`config.mk`:
```
export PLATFORM = sky130hd
export DESIGN_NAME = hash_stream
export DESIGN_NICKNAME = d
export VERILOG_FILES = /design/src/rtl/hash_stream_pkg.sv /design/src/rtl/hash_stream_round.sv /design/src/rtl/hash_stream.sv
export SDC_FILE = /design/constraint.sdc
export NUM_CORES = 1
export LEC_CHECK = 0
export CAP_MARGIN = 20
export CORE_AREA = 5 5 71 73
export DETAILED_ROUTE_END_ITERATION = 10
export DIE_AREA = 0 0 76 78
export PLACE_DENSITY = 0.77
export SLEW_MARGIN = 25
export SYNTH_ARGS = -nofsm -noshare
export SYNTH_HDL_FRONTEND = slang
export SYNTH_SLANG_ARGS = --single-unit
```
`constraint.sdc`:
```
create_clock -name clk -period 2.7 [get_ports clk]
set_input_delay 0.54 -clock clk [delete_from_list [all_inputs] [get_ports clk]]
set_output_delay 0.54 -clock clk [all_outputs]
set_load 0.01 [all_outputs]
```
`src/rtl/hash_stream_pkg.sv`:
```
// Shared constants and types for the byte-stream hasher and any other hash stages.
package hash_stream_pkg;

  localparam int unsigned HASH_W = 16;
  localparam int unsigned BYTE_W = 8;
  localparam int unsigned CNT_W  = 8;
  localparam int unsigned ROT_W  = 5;

  localparam logic [HASH_W-1:0] HASH_ADD = 16'h9E37;

  typedef enum logic [1:0] {
    IDLE   = 2'd0,
    ABSORB = 2'd1,
    FINAL  = 2'd2,
    HOLD   = 2'd3
  } state_e;

endpackage

```
`src/rtl/hash_stream_round.sv`:
```
// One combinational hash round: h_next = (rotl(h) ^ byte) + HASH_ADD.
// Ports: h_i (current hash), byte_i (message byte), h_next_o (updated hash).
module hash_round
  import hash_stream_pkg::*;
(
  input  logic [HASH_W-1:0] h_i,
  input  logic [BYTE_W-1:0] byte_i,
  output logic [HASH_W-1:0] h_next_o
);

  logic [HASH_W-1:0] rot;

  assign rot      = {h_i[HASH_W-ROT_W-1:0], h_i[HASH_W-1:HASH_W-ROT_W]};
  assign h_next_o = (rot ^ HASH_W'(byte_i)) + HASH_ADD;

endmodule

```
`src/rtl/hash_stream.sv`:
```
// Byte-stream hasher: absorbs a message byte-by-byte, then presents a held
// 16-bit digest until acknowledged.
// Ports: clk, reset (async active-low), data_in/data_valid/data_last (byte
// stream in), data_ready (combinational accept), digest/digest_valid/
// digest_ack (result handshake), busy (not IDLE), len_err (truncated at MAX_LEN).
module hash_stream
  import hash_stream_pkg::*;
#(
  parameter logic [HASH_W-1:0] INIT    = 16'hACE1,
  parameter logic [CNT_W-1:0]  MAX_LEN = 8'd255
) (
  input  logic              clk,
  input  logic              reset,
  input  logic [BYTE_W-1:0] data_in,
  input  logic              data_valid,
  input  logic              data_last,
  output logic              data_ready,
  output logic [HASH_W-1:0] digest,
  output logic              digest_valid,
  input  logic              digest_ack,
  output logic              busy,
  output logic              len_err
);

  state_e            state_q, state_d;
  logic [HASH_W-1:0] h_q, h_d;
  logic [CNT_W-1:0]  count_q, count_d;
  logic [HASH_W-1:0] digest_q, digest_d;
  logic              len_err_q, len_err_d;
  logic [HASH_W-1:0] h_next;
  logic              accept;

  hash_round u_round (
    .h_i      (h_q),
    .byte_i   (data_in),
    .h_next_o (h_next)
  );

  // Ready purely from state so it is already high in IDLE while reset is held.
  assign data_ready = (state_q == IDLE) || (state_q == ABSORB);
  assign accept     = data_valid && data_ready;

  // State and datapath registers.
  always_ff @(posedge clk or negedge reset) begin
    if (!reset) begin
      state_q   <= IDLE;
      h_q       <= INIT;
      count_q   <= '0;
      digest_q  <= '0;
      len_err_q <= 1'b0;
    end else begin
      state_q   <= state_d;
      h_q       <= h_d;
      count_q   <= count_d;
      digest_q  <= digest_d;
      len_err_q <= len_err_d;
    end
  end

  // Next-state and datapath update.
  always_comb begin
    state_d   = state_q;
    h_d       = h_q;
    count_d   = count_q;
    digest_d  = digest_q;
    len_err_d = len_err_q;
    unique case (state_q)
      IDLE, ABSORB: begin
        if (accept) begin
          h_d     = h_next;
          count_d = CNT_W'(count_q + CNT_W'(1));
          if (data_last) begin
            state_d = FINAL;
          end else if (count_d == MAX_LEN) begin
            // Message hit the length cap without a last flag: truncate it.
            state_d   = FINAL;
            len_err_d = 1'b1;
          end else begin
            state_d = ABSORB;
          end
        end
      end
      FINAL: begin
        digest_d = h_q ^ HASH_W'(count_q);
        state_d  = HOLD;
      end
      HOLD: begin
        if (digest_ack) begin
          // Re-seed on the way back to IDLE; digest keeps its old value.
          state_d   = IDLE;
          h_d       = INIT;
          count_d   = '0;
          len_err_d = 1'b0;
        end
      end
      default: state_d = IDLE;
    endcase
  end

  assign digest       = digest_q;
  assign digest_valid = (state_q == HOLD);
  assign busy         = (state_q != IDLE);
  assign len_err      = len_err_q;

endmodule

```
* After elaboration in Yosys (flattened, before gate mapping)
Index checks and enable logic that the tools add are counted.
Storage, ports and cells: logic and storage cells 42, input port bits 13, memories 0, ROM bits 0, bits in writable memories 0, bits in latches 0, output and inout bits 20, register bits after elaboration 43
Cells by class: reductions and logical operators 9, add/sub/neg operators 2, muxes and demuxes 16, equal/unequal tests 8, multiply operators 0, bitwise gates (word level) 2, magnitude comparators 0, shift-type cells 0, divide/modulo/power cells 0
Operators by type and width (count):
- $mux W16 | 2
- $pmux W16 S2 | 1
- $xor A16 B8 Y16 | 2
- $add A16 B16 Y16 const B | 1
- $mux W8 | 2
- $pmux W8 S2 | 1
- $add A8 B1 Y8 const B | 1
- $eq A8 B8 Y1 const B | 1
- $mux W2 | 4
- $ne A2 B2 Y1 const B | 3
- $pmux W2 S3 | 1
- $reduce_and A5 Y1 | 1
- $eq A2 B2 Y1 const B | 2
- $mux W1 | 4
- $reduce_bool A2 Y1 | 2
- $reduce_and A3 Y1 | 1
- $eq A2 B1 Y1 const B | 1
- $logic_not A2 Y1 | 1
- $ne A2 B1 Y1 const B | 1
- $pmux W1 S2 | 1
- $reduce_and A2 Y1 | 1
- $reduce_or A2 Y1 | 1
- $logic_and A1 B1 Y1 | 1
- $logic_or A1 B1 Y1 | 1

* Depth between registers and ports, before layout
depth in word-level cells 6, mapped depth 6, mapped depth without buffers 6

* By module
Synthesis repeated with hierarchy kept, for this count alone.
Second synthesis, totals: cells, all modules 237, area total of the unflattened synthesis 2386.0 sq um
Modules (own cells, without submodules):
- hash_stream | sequential area each 1086.0 sq um, cells each 167, area each 1868.0 sq um, times used 1
- hash_round | sequential area each 0.0 sq um, cells each 70, area each 518.0 sq um, times used 1

* Worst setup path after synthesis
Ideal clock, no wire load.
kind input -> register, start point input port data_in[4], end point register h_q[11], stages on the path 6, data arrival time 1.907 ns, slack 0.716 ns, buffers on the path 1, library setup time 0.077 ns, data required time 2.623 ns, cell sequence xor2_1 -> or2_0 -> buf_2 -> o2111a_2 -> or4_1 -> a31oi_1
On the way: longest elaborated chain between the ends 4
Ends and longest elaborated chain:
- start: declaration | line hash_stream.sv:14 | input logic [BYTE_W-1:0] data_in,
- $xor A16 B8 Y16 | line hash_stream_round.sv:14 | assign h_next_o = (rot ^ HASH_W'(byte_i)) + HASH_ADD;
- $add A16 B16 Y16 | line hash_stream_round.sv:14
- $mux W16 | line hash_stream.sv:69 | if (accept) begin
- $pmux W16 S2 | line hash_stream.sv:67 | unique case (state_q)
- end signal: assignment | line hash_stream.sv:47 | h_q <= INIT;
- end signal: assignment | line hash_stream.sv:53 | h_q <= h_d;
- end: declaration | line hash_stream.sv:26 | logic [HASH_W-1:0] h_q, h_d;
Every way passes these cells. The select of a mux whose other input is x is not followed. A chain may end at the register's enable or synchronous reset.

* Final worst setup path
start point input port data_in[0], end point register h_q[10]
The elaborated chain is that of the path after synthesis.

==> results.toml <==
[status]
status = "finished clean"

[synth]
synthArstFlopShare = 1.000
seq_area_frac_synth = 0.4868
synth_cells = 231
synth.area.top_cells = "dfrtp_1, dfstp_2, xnor2_1"
ys_types = 46
ys.flop_type = "dfrtp_1"
synth_warnings = 0
synth_edf_count = 0
ys_ff_latch = 43
synth_top_area_share = 0.3926
synth_area_um2 = 2231
syn_nets = 247
synth.largest_area_cell = "dfrtp_1"
synth_area_per_cell_um2 = 9.658

[clock_tree]
cts.sinks = 43
cts_made_buffers = 5
post_cts_resized = 0
cts_max_level = 2
tritoncts = "built"
cts_max_path_buffers = 2
cts_hold_buf = 0
cts.repair_timing.setup_buffer_count = 0
clockRootBuffer = "clkbuf_8"
cts.clk_slew.worst_paths_ps = 80
clock_latency_ps = 290

[drt]
drc = 0
drt_wl_total_um = 4770
wl_per_cell_um = 15.24
first_iter_violations = 101
drt-pass1-iter-count = 6
ant_nets = 0
viasPerCell = 5.604
vias = 1754

[global_route]
grt_pass1_wl_um = 8128
grt_max_degree = 44
grt_pass1_vias = 1660
track_usage = 0.1662
antenna_found_initial = 0
overflow = 0

[pwr]
combPwrFrac = 0.447
ir_worst_vdd_uv = 488.8
switching_share = 0.3876
p_leak_nw = 1.089
power.switching_mw = 1.117
internal-power_mw = 1.764
clkPwrFrac = 0.136
power_density_nw_per_um2 = 1079
seq_power_share = 0.417

[placed_design]
gp_congestion = 0.8707
numPortBuffers = 32
dp_hpwl_um = 3373

[timing]
setup_tns_ps = 0
maxSlewViolCount = 0
slew_headroom = 0.3614
hold_viol = 0
rsz0062_at_grt = "false"
tightest_slew_ps = 954.3
fin_crit_ps = 2351
skew_ps = 8.547
fin_crit_sh = 0.8706
max_freq_mhz = 425.4
setup_viol = 0

[critical_path]
cp.arrival_ps = 2570
worst-r2r-setup-slack_ps = 540
path_class = "in -> reg"
crit_path_end_kind = "flip-flop"
worstPathCellList = "clkdlybuf4s50_1 > xnor2_1 > ha_1 > a21oi_1 > o2111ai_1 > a21boi_0 > o32a_1"
critPathSlowestCell = "clkdlybuf4s50_1"
path_max_fanout = 5
ff2ff_path_depth = 6
required_ps = 2920
r2r-start = "h_q[11]"
cp_num_buf_inv = 1
cp_top_family = "compound AO/OA/AOI/OAI gates"
r2r_end = "h_q[10]"
cpPeakStageDelay_ps = 420
start_kind = "input port"

[floorplan]
start_util = 0.5195
core_um2 = 4294
io_pins = 33
die_y_um = 78
fp.dieW_um = 76
die_area_um2 = 5928
row_count = 24

[finish]
area_growth_pct = 19.69
post-route-util = 0.6218
layout-drive-gt1-share = 0.1073
n_fill_cell = 387
final_common_cell = "dfrtp_1"
layout.nets = 276
diodes = 0
mostFrequentLayoutCells = "dfrtp_1, clkdlybuf4s50_1, nand2_1"

[run]
maxCapViolCount = 0

[hold_path]
worstHoldPathType = "in -> async"
## per-stage QoR
step	cells	hold WS [ps]	area, um2	setup slack, ps	total power, mW
after detailed placement	305	469.7	2586	114.7	2.506
after CTS	313	427.7	2668	419.4	2.902
after global routing	313	271.9	2670	266.6	3.106
final	313	236.0	2670	349.4	2.881
after floorplan	231	244.4	2231	716.2	2.004
after global placement	305	461.0	2586	159.9	2.476
## Yosys cell counts (all sizes together) (5+ instances only)
cell type  instances
and3               5
inv                6
dfstp              8
o22ai              5
xor2              11
nand2b             5
xnor2             15
a21oi              8
nand3              5
dfrtp             35
clkbuf            13
mux2               7
o21ai             24
nor2              15
nand2             26
## metal layers
metal | up-vias | part of all wire | track usage
li1 | 866 | - | -
met1 | 827 | 0.46 | 0.2260
met2 | 54 | 0.47 | 0.2620
met3 | 7 | 0.055 | 0.04167
met4 | 0 | 0.010 | 0.04982
met5 | - | 0 | 0
## cells by family after synthesis
group / Yosys count / share of synthesized area
AOI/OAI and AO/OA: 57 / 0.1582
xor gates and xnor gates: 26 / 0.1021
adders and majority gates: 3 / 0.01683
buffers and inverters: 20 / 0.03477
DFF: 43 / 0.4868
muxes: 9 / 0.04431
and+or+nand+nor: 73 / 0.1570
## sequential cells by signal, indices dropped and copies added (netlist names)
signal and count:
count_q 8, digest 16, state_q 2, len_err 1, h_q 16
## worst reg2reg max path, stage by stage (launching register included)
cell	delay [ps]
dfstp_2	560
xnor2_1	160
ha_1	260
a21oi_1	340
o2111ai_1	250
nor3b_1	210
o32a_1	330
## worst max path at each step
stage / endpoint / from / cells after the start / slack (ps)
final: h_q[10] / data_in[0] / 7 / 350
after global routing: h_q[10] / data_in[0] / 7 / 270
after CTS: h_q[10] / data_in[0] / 7 / 420
after detailed placement: h_q[10] / data_in[0] / 7 / 110
after global placement: h_q[10] / data_in[0] / 7 / 160
after floorplan: h_q[11] / data_in[4] / 6 / 720
## power groups by stage
stage	Clock [mW]	Combinational [mW]	Sequential, mW
2_1_floorplan	0	0.840	1.16
3_3_place_gp	0	1.27	1.20
3_5_place_dp	0	1.29	1.21
4_1_cts	0.401	1.30	1.20
5_1_grt	0.428	1.43	1.25
6_report	0.392	1.29	1.20
## cell type report
type                    count  area, um2  area share
multi-input cells         168       1067      0.3997
repair buffers             36      347.8      0.1303
flip-flops and latches     43       1086      0.4067
inverters                   6      22.52    0.008435
clock buffers               7      76.32     0.02858
clock inverters             1      5.005    0.001874
well taps                  52      65.06     0.02437
(Power assumes the default switching activity.)
